File: src/rtl/product_mem_pkg.sv
// Shared constants and types for the multiplier's product memory interface.
package product_mem_pkg;
    localparam int LOGDEPTH = 6;
    localparam int WIDTH    = 32;
    localparam int DEPTH    = 1 << LOGDEPTH;

    typedef logic [LOGDEPTH-1:0] mem_addr_t;
endpackage

File: src/rtl/product_mem_array.sv
// Product storage: one write port and a registered read port with write-first bypass.
module product_mem_array
    import product_mem_pkg::*;
#(
    parameter int LOGDEPTH_P = LOGDEPTH,
    parameter int WIDTH_P    = WIDTH
) (
    input  logic                  clk,
    input  logic                  rst_n,
    input  logic                  wr_en,
    input  logic                  byp_en,
    input  logic [LOGDEPTH_P-1:0] wr_addr,
    input  logic [WIDTH_P-1:0]    wr_val,
    input  logic                  rd_en,
    input  logic [LOGDEPTH_P-1:0] rd_addr,
    input  logic                  rd_hit,
    output logic [WIDTH_P-1:0]    rd_val
);
    localparam int DEPTH_P = 1 << LOGDEPTH_P;

    logic [WIDTH_P-1:0] mem [DEPTH_P];
    logic               bypass;

    // Bypass follows the raw write strobe so a clear-dropped write still answers the read.
    assign bypass = byp_en && (wr_addr == rd_addr);

    always_ff @(posedge clk) begin
        if (wr_en) begin
            mem[wr_addr] <= wr_val;
        end
    end

    always_ff @(posedge clk or negedge rst_n) begin
        if (!rst_n) begin
            rd_val <= '0;
        end else if (rd_en) begin
            if (bypass) begin
                rd_val <= wr_val;
            end else if (rd_hit) begin
                rd_val <= mem[rd_addr];
            end else begin
                rd_val <= '0;
            end
        end
    end
endmodule

File: src/rtl/product_mem.sv
// Product memory responder: valid tracking, consume-on-read, bulk clear and occupancy flags.
module product_mem
    import product_mem_pkg::*;
#(
    parameter int LOGDEPTH   = product_mem_pkg::LOGDEPTH,
    parameter int WIDTH      = product_mem_pkg::WIDTH,
    parameter int READ_CLEAR = 0
) (
    input  logic                clk,
    input  logic                rst_n,
    input  logic                EN_writeMem,
    input  logic [LOGDEPTH-1:0] writeMem_addr,
    input  logic [WIDTH-1:0]    writeMem_val,
    input  logic                EN_readMem,
    input  logic [LOGDEPTH-1:0] readMem_addr,
    output logic [WIDTH-1:0]    readMem_val,
    output logic                VALID_readMem,
    output logic                ERR_readInvalid,
    input  logic                EN_clear,
    output logic [LOGDEPTH:0]   fill_count,
    output logic                FULL_mem,
    output logic                EMPTY_mem
);
    localparam int DEPTH_L = 1 << LOGDEPTH;

    logic [DEPTH_L-1:0] valid;
    logic               wr_en;
    logic               collide;
    logic               rd_hit;
    logic               wr_new;
    logic               consume;

    assign wr_en   = EN_writeMem && !EN_clear;
    assign collide = EN_writeMem && (writeMem_addr == readMem_addr);
    assign rd_hit  = collide || valid[readMem_addr];
    assign wr_new  = wr_en && !valid[writeMem_addr];
    // A same-address write keeps the entry alive, so no consume in that case.
    assign consume = (READ_CLEAR != 0) && EN_readMem && !EN_clear
                     && valid[readMem_addr] && !collide;

    product_mem_array #(
        .LOGDEPTH_P (LOGDEPTH),
        .WIDTH_P    (WIDTH)
    ) u_array (
        .clk     (clk),
        .rst_n   (rst_n),
        .wr_en   (wr_en),
        .byp_en  (EN_writeMem),
        .wr_addr (writeMem_addr),
        .wr_val  (writeMem_val),
        .rd_en   (EN_readMem),
        .rd_addr (readMem_addr),
        .rd_hit  (valid[readMem_addr]),
        .rd_val  (readMem_val)
    );

    always_ff @(posedge clk or negedge rst_n) begin
        if (!rst_n) begin
            VALID_readMem   <= 1'b0;
            ERR_readInvalid <= 1'b0;
        end else begin
            VALID_readMem   <= EN_readMem;
            ERR_readInvalid <= EN_readMem && !rd_hit;
        end
    end

    always_ff @(posedge clk or negedge rst_n) begin
        if (!rst_n) begin
            valid      <= '0;
            fill_count <= '0;
        end else if (EN_clear) begin
            valid      <= '0;
            fill_count <= '0;
        end else begin
            if (consume) begin
                valid[readMem_addr] <= 1'b0;
            end
            if (wr_en) begin
                valid[writeMem_addr] <= 1'b1;
            end
            fill_count <= fill_count + (LOGDEPTH+1)'(wr_new) - (LOGDEPTH+1)'(consume);
        end
    end

    assign FULL_mem  = (fill_count == (LOGDEPTH+1)'(DEPTH_L));
    assign EMPTY_mem = (fill_count == '0);
endmodule

File: config.mk
export PLATFORM = sky130hd
export DESIGN_NAME = product_mem
export DESIGN_NICKNAME = d
export VERILOG_FILES = /design/src/rtl/product_mem_pkg.sv /design/src/rtl/product_mem_array.sv /design/src/rtl/product_mem.sv
export SDC_FILE = /design/constraint.sdc
export NUM_CORES = 2
export LEC_CHECK = 0
export CORE_MARGIN = 5
export CORE_UTILIZATION = 45
export CTS_CLUSTER_SIZE = 28
export DETAILED_ROUTE_END_ITERATION = 12
export PLACE_DENSITY = 0.68
export REMOVE_ABC_BUFFERS = 1
export SETUP_SLACK_MARGIN = 0.1
export SYNTH_ARGS = -nofsm -noshare
export SYNTH_HDL_FRONTEND = slang
export SYNTH_SLANG_ARGS = --single-unit
File: constraint.sdc
create_clock -name clk -period 2.7 [get_ports clk]
set_input_delay 0.405 -clock clk [delete_from_list [all_inputs] [get_ports clk]]
set_output_delay 0.405 -clock clk [all_outputs]
set_load 0.02 [all_outputs]
==> results_dict.tcl <==
set metrics [dict create \
    setup.worst_path.end_class "flip-flop" \
    hold_path_end "u_array.mem[13][18]" \
    dp_worst_slack_ns -0.9445 \
    path_cells "mux4_2 > mux2i_1 > nor3b_1 > o21ai_1 > o21ai_1 > nor4_2 > buf_4 > ha_4 > ha_4 > nand3_4 > buf_6 > xor2_1 > nor2_1" \
    clock_power_share 0.412 \
    initial_antenna_violation_count 3 \
    criticalPathCategory "flip-flop to flip-flop" \
    routed_via_density 6.165 \
    cts_max_level 4 \
    worst_path_largest_cell_delay_ns 0.46 \
    via_count 43665 \
    clock.fmax_mhz 374.3 \
    layout.nets 4496 \
    die_y_um 439.3 \
    fp.dieW_um 439.3 \
    drv_slew 0 \
    routed_wl_um 220100 \
    grt_pass1_wl_um 316700 \
    clkSlewWorstSetupHoldPaths_ns 0.06 \
    clock_insertion_delay_worst_skew_ns 0.84 \
    power_switching_share 0.2119 \
    number_of_clock_buffers_inserted_by_tritoncts 205 \
    ys_warn_count 0 \
    final-hold-violation-count 0 \
    layout_worst_path_cycle_share 0.9894 \
    wl_per_cell_um 31.08 \
    power.static_leakage_uw 0.03168 \
    synth_async_sr_flop_share 0.04877 \
    drt_iter0_markers 5500 \
    postSynth.topFlopCell "sky130_fd_sc_hd__edfxtp_1" \
    detailedRoute.firstPassIterationCount 5 \
    grt_setup_unrepaired "true" \
    ios 92 \
    postSynthRegisterBits 2153 \
    fill_cells 13629 \
    worst-path-max-fanout 2 \
    initial_core_util 0.4526 \
    power.net_switching_uw 14650 \
    antenna_violating_nets_post_route 0 \
    share_seq_of_total_power 0.533 \
    drt_drc_violations_left 0 \
    grt_use_total 0.2275 \
    timing.max_slew.rel_slack 0.3627 \
    globalRouteOverflowTotal 0 \
    power_report.internal_total_uw 54470 \
    timing.critical_path.required_ns 3.37 \
    vdd_drop_max_mv 0.6505 \
    dp_hpwl_um 137500 \
    worst_slew_pin_slew_ns 0.9560 \
    max_cap_viol_count 0 \
    rows 157 \
    numPortBuffers 91 \
    regToRegSetupSlack_ns 0.03 \
    postLayoutSetupSlackWorst_ns 0.02849 \
    post_synth_inst_count 3869 \
    timing.reg2reg.worst_path_depth 13 \
    drive_above_1_share 0.3170 \
    clock_tree_from_tritoncts "built" \
    critical_path.reg2reg.startpoint "valid[47]" \
    stdcell_area_um2 98900 \
    critical_path_buf_inv_count 2 \
    worstPathArrival_ns 3.35 \
    post-route-min-period_ns 2.672 \
    syn_to_final_growth_pct 19.23 \
    worst_hold_path_type "input port to flip-flop" \
    total_power_uw 69130 \
    cp_top_family "multiplexers" \
    die_area_um2 193000 \
    core_region_area_um2 183300 \
    crit_slowest_cell "sky130_fd_sc_hd__mux4_2" \
    yosysUniqueCellTypes 58 \
    pwr-share-comb 0.055 \
    finalHoldWorstSlack_ns 0.05682 \
    startpoint_type "flip-flop" \
    clock_skew_ns 0.03311 \
    hold_path_depth 1 \
    syn_area_um2 82950 \
    reg2reg_to "fill_count[4]" \
    first_global_vias 43968 \
    clock_sinks 2153 \
    grt_start_max_net_pins 72 \
    postSynthAreaPerCell_um2 21.44 \
    cts-root-to-sink-buffers 3 \
    synth.yosys.seq_area_share 0.7731 \
    post_dp_cell_area_um2 92150 \
    power_density_nw_per_um2 698.9 \
    number_of_enable_type_register_cells_in_the_synthesized_netlist 2048 \
    setup_viol 0 \
    run_status "finished clean" \
    place_congestion 0.8646 \
    min_from "writeMem_val[18]" \
    cts_root_buffer "sky130_fd_sc_hd__clkbuf_16" \
]
==> cell usage in the layout, fill, tap and decap left out, drive strengths merged, types with 7 or more instances in the layout <==
cell,Yosys,final
edfxtp,2048,2048
buf,119,558
mux4,518,518
clkbuf,127,265
a22oi,204,204
dfrtp,105,105
a21oi,103,103
nand2,93,93
nor2,86,86
o22ai,82,82
clkinv,2,80
inv,66,79
o21ai,66,66
mux2i,65,65
clkdlybuf4s50,0,50
nor4,30,30
bufinv,0,18
nor2b,16,16
a211oi,12,12
a31oi,10,10
nor3,10,10
nand3,9,9
a221oi,9,9
a22o,8,8
clkinvlp,0,8
o221ai,7,7
mux2,7,7
==> state kept, by name (all words and copies together), names as in the netlist <==
name / cells
ERR_readInvalid: 1
VALID_readMem: 1
fill_count: 7
u_array.mem: 2048
u_array.rd_val: 32
valid: 64
==> cell usage after synthesis, types with 6 or more instances <==
cell,count,area [um^2]
sky130_fd_sc_hd__edfxtp_1,2048,61500
sky130_fd_sc_hd__mux4_2,516,11620
sky130_fd_sc_hd__a22oi_1,204,1531
sky130_fd_sc_hd__clkbuf_1,127,476.7
sky130_fd_sc_hd__dfrtp_1,105,2628
sky130_fd_sc_hd__a21oi_1,103,515.5
sky130_fd_sc_hd__nand2_1,93,349.1
sky130_fd_sc_hd__nor2_1,86,322.8
sky130_fd_sc_hd__o22ai_1,82,513.0
sky130_fd_sc_hd__inv_1,66,247.7
sky130_fd_sc_hd__mux2i_1,65,650.6
sky130_fd_sc_hd__buf_2,52,260.3
sky130_fd_sc_hd__o21ai_0,41,205.2
sky130_fd_sc_hd__nor4_1,29,181.4
sky130_fd_sc_hd__buf_1,25,93.84
sky130_fd_sc_hd__o21ai_1,25,125.1
sky130_fd_sc_hd__buf_6,22,247.7
sky130_fd_sc_hd__nor2b_1,16,100.1
sky130_fd_sc_hd__buf_4,15,112.6
sky130_fd_sc_hd__a211oi_1,12,90.09
sky130_fd_sc_hd__a31oi_1,10,62.56
sky130_fd_sc_hd__nor3_1,10,50.05
sky130_fd_sc_hd__nand3_1,9,45.04
sky130_fd_sc_hd__a22o_1,8,70.07
sky130_fd_sc_hd__a221oi_2,7,105.1
sky130_fd_sc_hd__mux2_2,7,78.83
sky130_fd_sc_hd__o221ai_1,7,61.31
sky130_fd_sc_hd__xnor2_1,6,52.55
==> per-layer routing <==
| metal | GRT usage | share of wire | vias up |
|---|---|---|---|
| li1 | - | - | 17496 |
| met1 | 0.3232 | 0.39 | 23345 |
| met2 | 0.3613 | 0.48 | 2469 |
| met3 | 0.04191 | 0.095 | 353 |
| met4 | 0.07215 | 0.033 | 2 |
| met5 | 0 | 0.000059 | - |
==> how the worst max path moves through the flow <==
stage	from	slack, ns	endpoint	depth (start not counted)
floorplan	readMem_addr[2]	-2.47	u_array.rd_val[22]	6
global placement	writeMem_addr[0]	-0.95	fill_count[4]	15
detailed placement	writeMem_addr[0]	-0.94	fill_count[6]	15
CTS	valid[44]	-0.009	fill_count[4]	13
global route	valid[47]	-0.12	fill_count[6]	13
finish	valid[47]	0.03	fill_count[4]	13
==> power by group through the flow <==
stage / registers (uW) / logic, uW / clock network [uW]
finish: 36900 / 3810 / 28500
global route: 36800 / 4030 / 30400
global placement: 37600 / 3750 / 0
CTS: 36900 / 3830 / 28900
detailed placement: 37600 / 3810 / 0
floorplan: 37600 / 1370 / 0
==> layout make-up <==
class / instances / area, um^2 / area share
clock buffers: 263 / 5519 / 0.05580
flip-flops and latches: 2153 / 64130 / 0.6484
multi-input cells: 1402 / 17860 / 0.1806
well taps: 2464 / 3083 / 0.03117
clock inverters: 117 / 1127 / 0.01140
repair buffers: 615 / 6930 / 0.07007
diodes: 1 / 2.502 / 0.00002530
inverters: 68 / 255.2 / 0.002581
==> cell families after synthesis <==
family,share of synthesized area
simple gates,0.01523
compound gates,0.04219
flops,0.7731
xor+xnor,0.001161
fa+ha+maj,0.0003016
buf+inv,0.01852
mux,0.1495
==> timing repair <==
| item | 4_1_cts | 5_1_grt |
|---|---|---|
| pin swaps | 1 | 3 |
| hold buffers | 5 | 0 |
| gates resized for setup | 6 | 12 |
| setup buffers | 0 | 1 |
| endpoints found under the setup margin | 8 | 6 |
| endpoints found under the hold margin | 67 | 0 |
==> through the flow <==
stage / utilization / TNS (ns) / cells
final: 0.5396 / 0 / 7083
after floorplan: - / -512.05 / 3623
after detailed placement: 0.5028 / -48.70 / 6696
after global routing: 0.5396 / -0.3914 / 7082
after global placement: 0.5028 / -62.25 / 6696
after CTS: 0.5394 / -0.01568 / 7081
(Power assumes the default switching activity.)
